==> src/rtl/mult_appx_pkg.sv <==
// Shared types and helpers for the pipelined approximate multiplier.
package mult_appx_pkg;

  typedef enum logic [1:0] {
    MODE_EXACT = 2'd0,
    MODE_LOG1  = 2'd1,
    MODE_LOG2  = 2'd2,
    MODE_RSVD  = 2'd3
  } mode_e;

  // Index of the highest set bit among the low `width` bits; 0 when none is set.
  function automatic int unsigned lod_idx(input logic [63:0] value, input int unsigned width);
    int unsigned idx;
    idx = 0;
    for (int unsigned i = 0; i < 64; i++) begin
      if ((i < width) && value[i]) idx = i;
    end
    return idx;
  endfunction

endpackage

==> src/rtl/mult_appx_pipe_if.sv <==
// Operand/result handshake bundle for mult_appx_pipe.
interface mult_appx_pipe_if #(
  parameter int unsigned WIDTH = 16
);
  logic               in_valid;
  logic               in_ready;
  logic [WIDTH-1:0]   in_a;
  logic [WIDTH-1:0]   in_b;
  logic [1:0]         in_mode;
  logic               out_valid;
  logic               out_ready;
  logic [2*WIDTH-1:0] out_y;
  logic [1:0]         out_mode;

  modport master (
    output in_valid, in_a, in_b, in_mode, out_ready,
    input  in_ready, out_valid, out_y, out_mode
  );

  modport slave (
    input  in_valid, in_a, in_b, in_mode, out_ready,
    output in_ready, out_valid, out_y, out_mode
  );
endinterface

==> src/rtl/mult_appx_lod.sv <==
// Combinational leading-one detector: index of the top set bit plus a nonzero flag.
module mult_appx_lod
  import mult_appx_pkg::*;
#(
  parameter int unsigned WIDTH = 16,
  localparam int unsigned SHW = $clog2(WIDTH + 1)
) (
  input  logic [WIDTH-1:0] val_i,
  output logic [SHW-1:0]   idx_o,
  output logic             nz_o
);

  assign idx_o = SHW'(lod_idx(64'(val_i), WIDTH));
  assign nz_o  = |val_i;

endmodule

==> src/rtl/mult_appx_pipe.sv <==
// Two-stage approximate unsigned multiplier: exact, nearest-power-of-two and
// two-leading-term truncation modes behind a valid/ready handshake.
module mult_appx_pipe
  import mult_appx_pkg::*;
#(
  parameter int unsigned WIDTH = 16,
  localparam int unsigned SHW = $clog2(WIDTH + 1)
) (
  input logic              clk,
  input logic              rst_n,
  mult_appx_pipe_if.slave  bus_io
);

  localparam int unsigned PW = 2 * WIDTH;

  logic en;
  logic accept;

  // Stage 1 decode
  logic [WIDTH-1:0] b;
  logic [WIDTH-1:0] b_rem;
  logic [WIDTH-1:0] one_w;
  logic [SHW-1:0]   k;
  logic [SHW-1:0]   j;
  logic [SHW-1:0]   s1;
  logic             b_nz;
  logic             rem_nz;
  logic             round_up;
  mode_e            mode_in;

  // Stage 1 registers
  logic             s1_valid_d, s1_valid_q;
  logic [WIDTH-1:0] a_q;
  logic [WIDTH-1:0] b_q;
  logic [SHW-1:0]   k_q;
  logic [SHW-1:0]   j_q;
  logic [SHW-1:0]   s1_q;
  logic             t2_q;
  logic             z_q;
  mode_e            mode_q;

  // Stage 2 (output) registers
  logic             out_valid_d, out_valid_q;
  logic [PW-1:0]    y_d, out_y_q;
  mode_e            out_mode_q;
  logic [PW-1:0]    a_ext;
  logic [PW-1:0]    b_ext;

  assign en              = !out_valid_q || bus_io.out_ready;
  assign accept          = en && bus_io.in_valid;
  assign bus_io.in_ready = en;
  assign b               = bus_io.in_b;
  assign one_w           = WIDTH'(1);

  mult_appx_lod #(.WIDTH(WIDTH)) u_lod_k (
    .val_i (b),
    .idx_o (k),
    .nz_o  (b_nz)
  );

  mult_appx_lod #(.WIDTH(WIDTH)) u_lod_j (
    .val_i (b_rem),
    .idx_o (j),
    .nz_o  (rem_nz)
  );

  always_comb begin
    b_rem    = b & ~(one_w << k);
    // Bit k of (b << 1) is b[k-1]; zero when k == 0, so no rounding below bit 0.
    round_up = |((b << 1) & (one_w << k));
    s1       = round_up ? k + SHW'(1) : k;
    mode_in  = (bus_io.in_mode == MODE_RSVD) ? MODE_EXACT : mode_e'(bus_io.in_mode);
  end

  always_comb begin
    s1_valid_d  = s1_valid_q;
    out_valid_d = out_valid_q;
    if (en) begin
      s1_valid_d  = bus_io.in_valid;
      out_valid_d = s1_valid_q;
    end
  end

  always_ff @(posedge clk or negedge rst_n) begin
    if (!rst_n) begin
      s1_valid_q <= 1'b0;
      a_q        <= '0;
      b_q        <= '0;
      k_q        <= '0;
      j_q        <= '0;
      s1_q       <= '0;
      t2_q       <= 1'b0;
      z_q        <= 1'b0;
      mode_q     <= MODE_EXACT;
    end else begin
      s1_valid_q <= s1_valid_d;
      if (accept) begin
        a_q    <= bus_io.in_a;
        b_q    <= b;
        k_q    <= k;
        j_q    <= j;
        s1_q   <= s1;
        t2_q   <= rem_nz;
        z_q    <= !b_nz;
        mode_q <= mode_in;
      end
    end
  end

  always_comb begin
    a_ext = {{WIDTH{1'b0}}, a_q};
    b_ext = {{WIDTH{1'b0}}, b_q};
    y_d   = '0;
    if (!z_q) begin
      case (mode_q)
        MODE_LOG1: y_d = a_ext << s1_q;
        MODE_LOG2: y_d = (a_ext << k_q) + (t2_q ? (a_ext << j_q) : '0);
        default:   y_d = a_ext * b_ext;
      endcase
    end
  end

  always_ff @(posedge clk or negedge rst_n) begin
    if (!rst_n) begin
      out_valid_q <= 1'b0;
      out_y_q     <= '0;
      out_mode_q  <= MODE_EXACT;
    end else begin
      out_valid_q <= out_valid_d;
      if (en && s1_valid_q) begin
        out_y_q    <= y_d;
        out_mode_q <= mode_q;
      end
    end
  end

  assign bus_io.out_valid = out_valid_q;
  assign bus_io.out_y     = out_y_q;
  assign bus_io.out_mode  = out_mode_q;

endmodule

==> src/flat_wrapper.sv <==
// flat-port wrapper written by rule: the top's interface ports become plain ports
module mult_appx_pipe_flat import mult_appx_pkg::*;
#(
  parameter int unsigned WIDTH = 16,
  localparam int unsigned SHW = $clog2(WIDTH + 1)
)
  (clk, rst_n, bus_io_in_valid, bus_io_in_a, bus_io_in_b, bus_io_in_mode, bus_io_out_ready, bus_io_in_ready, bus_io_out_valid, bus_io_out_y, bus_io_out_mode);
  mult_appx_pipe_if #(.WIDTH(WIDTH)) bus_io_i ();
  input logic clk;
  input logic rst_n;
  input wire logic [$bits(bus_io_i.in_valid)-1:0] bus_io_in_valid;
  input wire logic [$bits(bus_io_i.in_a)-1:0] bus_io_in_a;
  input wire logic [$bits(bus_io_i.in_b)-1:0] bus_io_in_b;
  input wire logic [$bits(bus_io_i.in_mode)-1:0] bus_io_in_mode;
  input wire logic [$bits(bus_io_i.out_ready)-1:0] bus_io_out_ready;
  output wire logic [$bits(bus_io_i.in_ready)-1:0] bus_io_in_ready;
  output wire logic [$bits(bus_io_i.out_valid)-1:0] bus_io_out_valid;
  output wire logic [$bits(bus_io_i.out_y)-1:0] bus_io_out_y;
  output wire logic [$bits(bus_io_i.out_mode)-1:0] bus_io_out_mode;
  assign bus_io_i.in_valid = bus_io_in_valid;
  assign bus_io_i.in_a = bus_io_in_a;
  assign bus_io_i.in_b = bus_io_in_b;
  assign bus_io_i.in_mode = bus_io_in_mode;
  assign bus_io_i.out_ready = bus_io_out_ready;
  assign bus_io_in_ready = bus_io_i.in_ready;
  assign bus_io_out_valid = bus_io_i.out_valid;
  assign bus_io_out_y = bus_io_i.out_y;
  assign bus_io_out_mode = bus_io_i.out_mode;
  mult_appx_pipe #(.WIDTH(WIDTH)) u_core (.clk(clk), .rst_n(rst_n), .bus_io(bus_io_i));
endmodule
==> config.mk <==
export PLATFORM = sky130hd
export DESIGN_NAME = mult_appx_pipe_flat
export DESIGN_NICKNAME = d
export VERILOG_FILES = /design/src/rtl/mult_appx_pkg.sv /design/src/rtl/mult_appx_pipe_if.sv /design/src/rtl/mult_appx_lod.sv /design/src/rtl/mult_appx_pipe.sv /design/src/flat_wrapper.sv
export SDC_FILE = /design/constraint.sdc
export NUM_CORES = 1
export LEC_CHECK = 0
export ABC_CLOCK_PERIOD_IN_PS = 9100
export BUFFER_PORTS_ARGS = -buffer_cell sky130_fd_sc_hd__buf_2
export CAP_MARGIN = 25
export CORE_MARGIN = 2
export CORE_UTILIZATION = 40
export CTS_CLUSTER_DIAMETER = 30
export DETAILED_ROUTE_END_ITERATION = 10
export GPL_TIMING_DRIVEN = 0
export PLACE_DENSITY = 0.57
export RECOVER_POWER = 50
export SYNTH_ARGS = -nofsm -noshare
export SYNTH_HDL_FRONTEND = slang
export SYNTH_SLANG_ARGS = --single-unit
==> constraint.sdc <==
create_clock -name clk -period 9.1 [get_ports clk]
set_input_delay 0.455 -clock clk [delete_from_list [all_inputs] [get_ports clk]]
set_output_delay 0.455 -clock clk [all_outputs]
set_load 0.01 [all_outputs]
# After elaboration in Yosys (flattened, before gate mapping)
# Index checks and enable logic that the tools add are counted.
dict set report word_totals {
  reg_bits 87
  input_bits 38
  out_inout_bits 36
  elab_cells 68
}
dict set report op_classes {
  addsub 2
  multipliers 1
  eq_ne 3
  n_shift 4
  mux 35
  bitwise_logic 3
  n_reduce_logical 8
}
# operator count
set ops {}
lappend ops {{two-way mux 5 bit} 27}
lappend ops {{<< shifter 16 x 5 -> 32 bit} 3}
lappend ops {{two-way mux 32 bit} 2}
lappend ops {{case mux 32 bit (2 select lines)} 1}
lappend ops {{OR reduction 16 bit} 3}
lappend ops {{adder 32 bit} 1}
lappend ops {{AND 16 bit} 2}
lappend ops {{multiplier 16 x 16 -> 32 bit} 1}
lappend ops {{NOT 16 bit} 1}
lappend ops {{<< shifter 1 x 5 -> 16 bit (first input constant)} 1}
lappend ops {{two-way mux 2 bit} 3}
lappend ops {{adder 5 x 1 -> 5 bit (second input constant)} 1}
lappend ops {{equality test 2 bit (second input constant)} 2}
lappend ops {{equality test 2 x 1 -> 1 bit (second input constant)} 1}
lappend ops {{logical AND 1 bit} 2}
lappend ops {{zero test 1 bit} 2}
lappend ops {{two-way mux 1 bit} 2}
lappend ops {{logical OR 1 bit} 1}

# Logic depth before layout (Yosys ltp)
dict set report depth {
  word_depth 33
  depth_mapped 26
  mapped_depth_nobuf 23
}

# By module
# A second synthesis with hierarchy kept.
dict set report unflattened {
  hier_cells 2145
  area_unflattened_um2 17702.0
}
# mod instances cells_each area_each_um2 seq_area_each_um2
set modules_own_cells {}
lappend modules_own_cells {mult_appx_pipe 1 2085 17339.1 2177.1}
lappend modules_own_cells {mult_appx_lod 2 30 181.4 0.0}

# Worst setup path before layout
# OpenSTA, ideal clock, no wires.
dict set report synth_timing {
  path_type {reg-to-reg}
  from {reg u_core.a_q[6]}
  to {reg u_core.out_y_q[26] (netlist: u_core.bus_io.out_y[26])}
  setup_ns 0.122
  t_arrival_ns 6.188
  required_time_ns 8.978
  slack_ns 2.791
  stages_incl_launch_ff 26
  n_path_buf 3
  synth_period_minus_slack_ns 6.309
  path_cell_list {dfrtp_1 -> clkbuf_1 -> clkbuf_1 -> clkbuf_1 -> nand2_1 -> fa_1 -> inv_1 -> fa_1 -> inv_1 -> fa_1 -> inv_1 -> fa_1 -> fa_1 -> inv_1 -> fa_1 -> inv_1 -> ha_1 -> a211oi_1 -> nand2_1 -> o22ai_1 -> nor3_1 -> a21oi_1 -> o21ai_0 -> o211ai_1 -> mux2_2 -> a32o_1}
}
dict set report synth_between {
  elab_chain_len 5
  elab_cells_between_ends 8
  cone_classes {add/sub: 1; mul: 1; shift: 3; mux: 3}
}
# item line
set synth_lines {}
lappend synth_lines {{start, declared} mult_appx_pipe.sv:33} ;# logic [WIDTH-1:0] a_q;
lappend synth_lines {{start signal, assigned} mult_appx_pipe.sv:98} ;# a_q <= bus_io.in_a;
lappend synth_lines {{branches (longest 3 deep; another with multiplier 16 x 16 -> 32 bit)} --}
lappend synth_lines {{case mux 32 bit (2 select lines) *} mult_appx_pipe.sv:115} ;# case (mode_q)
lappend synth_lines {{two-way mux 32 bit *} mult_appx_pipe.sv:114} ;# if (!z_q) begin
lappend synth_lines {{end signal, assigned} mult_appx_pipe.sv:131} ;# out_y_q <= y_d;
lappend synth_lines {{end, declared} mult_appx_pipe.sv:44} ;# logic [PW-1:0] y_d, out_y_q;
# Mark *: on every way between the ends.
# A chain may end at the register's enable or synchronous reset.

# Final worst setup path
dict set report layout_timing {
  from {reg u_core.a_q[6]}
  to {reg u_core.out_y_q[30] (netlist: u_core.bus_io.out_y[30])}
}
# The elaborated chain is that of the path after synthesis.

==> flow_summary.json <==
{
  "grt_start_max_net_pins": 63,
  "place_area_mm2": 0.01814,
  "fin_crit_sh_pct": 91.77,
  "syn-instance-count": 2142,
  "slowest_stage": "clkbuf_1",
  "stdcell_area_mm2": 0.01840,
  "rsz0062_at_grt": "false",
  "die_h_um": 210.6,
  "violations": "max-capacitance violations, max-slew violations",
  "drv_slew": 63,
  "core_area_mm2": 0.04204,
  "synth_flop_cell": "dfrtp_1",
  "synth-edff-count": 0,
  "cp-end-kind": "flop",
  "crit_top_cell": "fa_1",
  "crit_fanout": 10,
  "synthArstFlopShare_pct": 100.0,
  "layout_commonest_cell": "nand2_1",
  "overflow": 0,
  "drv_cap": 1,
  "seqCellArea_mm2": 0.002127,
  "fp.dieW_um": 210.6,
  "synth_top_area_share_pct": 22.86,
  "finalSetupViolCount": 0,
  "die_area_mm2": 0.04435,
  "clock_latency_ns": 0.36,
  "yosysTopAreaCell": "fa_1",
  "place_congestion": 0.9737,
  "startpoint_type": "flop",
  "critPathRequiredTime_ns": 9.35,
  "firstDrtPassIters": 6,
  "multi_input_area_mm2": 0.01343,
  "cts.sinks": 85,
  "synth.distinct_cells": 85,
  "drcViolationCount": 0,
  "cts_max_level": 3,
  "wl_per_cell_um": 22.88,
  "area_growth_pct": 7.738,
  "fmax_ghz": 0.1197,
  "clk_pin_slew_ns": 0.07,
  "grt_first_pass_wirelength_um": 96320,
  "worstPathArrival_ns": 8.60,
  "max_stage_delay_ns": 0.77,
  "ioPinCount": 74,
  "ys_seq_area_share_pct": 12.46,
  "io_buffer_count": 73,
  "hold_path_class": "in -> reg",
  "nets": 2604,
  "fillers": 4374,
  "cts_buffers": 9,
  "via_per_inst": 5.775,
  "fin_crit_ns": 8.351,
  "grt_pass1_vias": 15800,
  "ys_warn_count": 0,
  "post-dp-hpwl_um": 51640,
  "status": "complete, but fails checks",
  "cts_tree": "yes",
  "postLayoutCoreUtil_pct": 43.76,
  "num_vias": 16021,
  "final_cell_mix": "nand2_1 (384), inv_1 (266), fa_1 (195)",
  "postSynthAreaPerCell_um2": 7.971,
  "routed_wl_um": 63480,
  "cts-root-buf": "clkbuf_16",
  "clk_path_buf_depth": 2,
  "track_usage_pct": 29.05,
  "setup_tns_ns": 0,
  "synth.ff_latch_count": 85,
  "worstMarginPinSlew_ns": 3.569,
  "skew_ns": 0.008384,
  "drtIter0Drc": 1614,
  "max-slew-margin-rel_pct": -138.0,
  "ant_nets": 0,
  "critical_path_class": "reg -> reg",
  "hold_violations": 0,
  "netlist_area_mm2": 0.01707,
  "crit_family": "adder cells",
  "crit_buf_inv": 8,
  "antenna_found_initial": 5,
  "synth_nets": 2518,
  "synthTopCellsByArea": "fa_1 (23%), dfrtp_1 (12%), ha_1 (10%)",
  "std_cell_rows": 75,
  "initial_utilization_pct": 40.61,
  "drive_gt1_share_pct": 5.687
}
metal layers:
metal	global-route usage (%)	vias up	part of all wire [%]
li1	-	7254	-
met1	40.29	7924	44
met2	45.15	725	44
met3	6.704	114	8.6
met4	8.694	4	3.2
met5	0	-	0.043
metrics by stage:
step	hold slack, ns	std cells	setup WS, ns
finish	0.2876	2774	0.7487
global route	0.2892	2773	0.4067
CTS	0.2784	2772	0.8334
detailed placement	0.3861	2755	0.8655
global placement	0.4573	2754	0.9849
floorplan	0.1594	2142	2.791
cell usage after synthesis, types with 6 or more instances:
cell type  number
a32o_1          6
nor2_1         90
a21boi_0        9
nor2b_1        29
nor3_1         26
and3_1         12
mux2_2         21
o31ai_1         8
o22ai_1        16
a22o_1         11
nand3_1        25
nand2_1       384
a21o_1         29
a21oi_1       113
buf_1          11
a221oi_1       13
and2_1        124
mux2i_1        55
o21ai_0       106
xor2_1         20
fa_1          195
o211ai_1       12
mux4_2          8
a211oi_1       19
nand2b_1       25
clkbuf_1      114
dfrtp_1        85
inv_1         266
a31oi_1         9
o21a_1         14
xnor2_1        29
ha_1          143
worst reg2reg max path: stages (launching register included):
cell	delay [ns]
dfrtp_1	0.35
clkbuf_1	0.43
clkbuf_1	0.78
clkbuf_1	0.65
nand2_1	0.17
fa_1	0.56
inv_1	0.06
fa_1	0.51
inv_1	0.07
fa_1	0.54
inv_1	0.05
fa_1	0.38
fa_1	0.51
inv_1	0.05
fa_1	0.51
inv_1	0.07
ha_1	0.33
a211oi_1	0.31
nand2_1	0.08
o22ai_1	0.30
nor3_1	0.13
a2111oi_0	0.51
o41ai_1	0.17
xnor2_1	0.45
a31oi_1	0.15
o21a_1	0.14
cell families after synthesis:
family | Yosys count | share of synthesized area, %
mux | 84 | 5.665
compound gates | 435 | 16.62
flops | 85 | 12.46
buf+inv | 400 | 8.896
simple gates | 751 | 20.50
fa+ha+maj | 338 | 33.34
xor+xnor | 49 | 2.514
final timing paths:
check / start / endpoint / slack (ns) / cells after the start
max: u_core.a_q[6]$_DFFE_PN0P_ / u_core.bus_io.out_y[30]$_DFFE_PN0P_ / 0.75 / 25
min: bus_io_in_a[10] / u_core.a_q[10]$_DFFE_PN0P_ / 0.29 / 3
max reg2reg: u_core.a_q[6]$_DFFE_PN0P_ / u_core.bus_io.out_y[30]$_DFFE_PN0P_ / 0.75 / 25
min reg2reg: u_core.bus_io.out_y[3]$_DFFE_PN0P_ / u_core.bus_io.out_y[3]$_DFFE_PN0P_ / 0.48 / 2
max in group asynchronous: rst_n / u_core.j_q[3]$_DFFE_PN0P_ / 4.14 / 3
min in group asynchronous: rst_n / u_core.bus_io.out_y[16]$_DFFE_PN0P_ / 0.92 / 2
repair_timing:
item | CTS | global route
setup endpoints to repair | 0 | 0
endpoints found under the hold margin | 1 | 0
hold buffers | 1 | 0
resized for setup | 0 | 0
buffers inserted | 0 | 0
area by class of cell:
cell class	count	area share (%)
plain buffers	130	2.748
repair buffers	75	1.939
clock inverters	6	0.2517
clock buffers	10	1.299
multi-input cells	1657	73.00
inverters	270	5.509
well taps	539	3.666
diodes	2	0.02721
flip-flops and latches	85	11.56
flip-flops by register name, indices dropped and copies added (netlist names):
register and count:
u_core.a_q 16, u_core.b_q 16, u_core.bus_io.out_mode 2, u_core.bus_io.out_valid 1, u_core.bus_io.out_y 32, u_core.j_q 4, u_core.k_q 4, u_core.mode_q 2
u_core.s1_q 5, u_core.s1_valid_q 1, u_core.t2_q 1, u_core.z_q 1
Power is not shown: default switching activity piles up to over one toggle a cycle in this logic, so the estimate is an artifact.
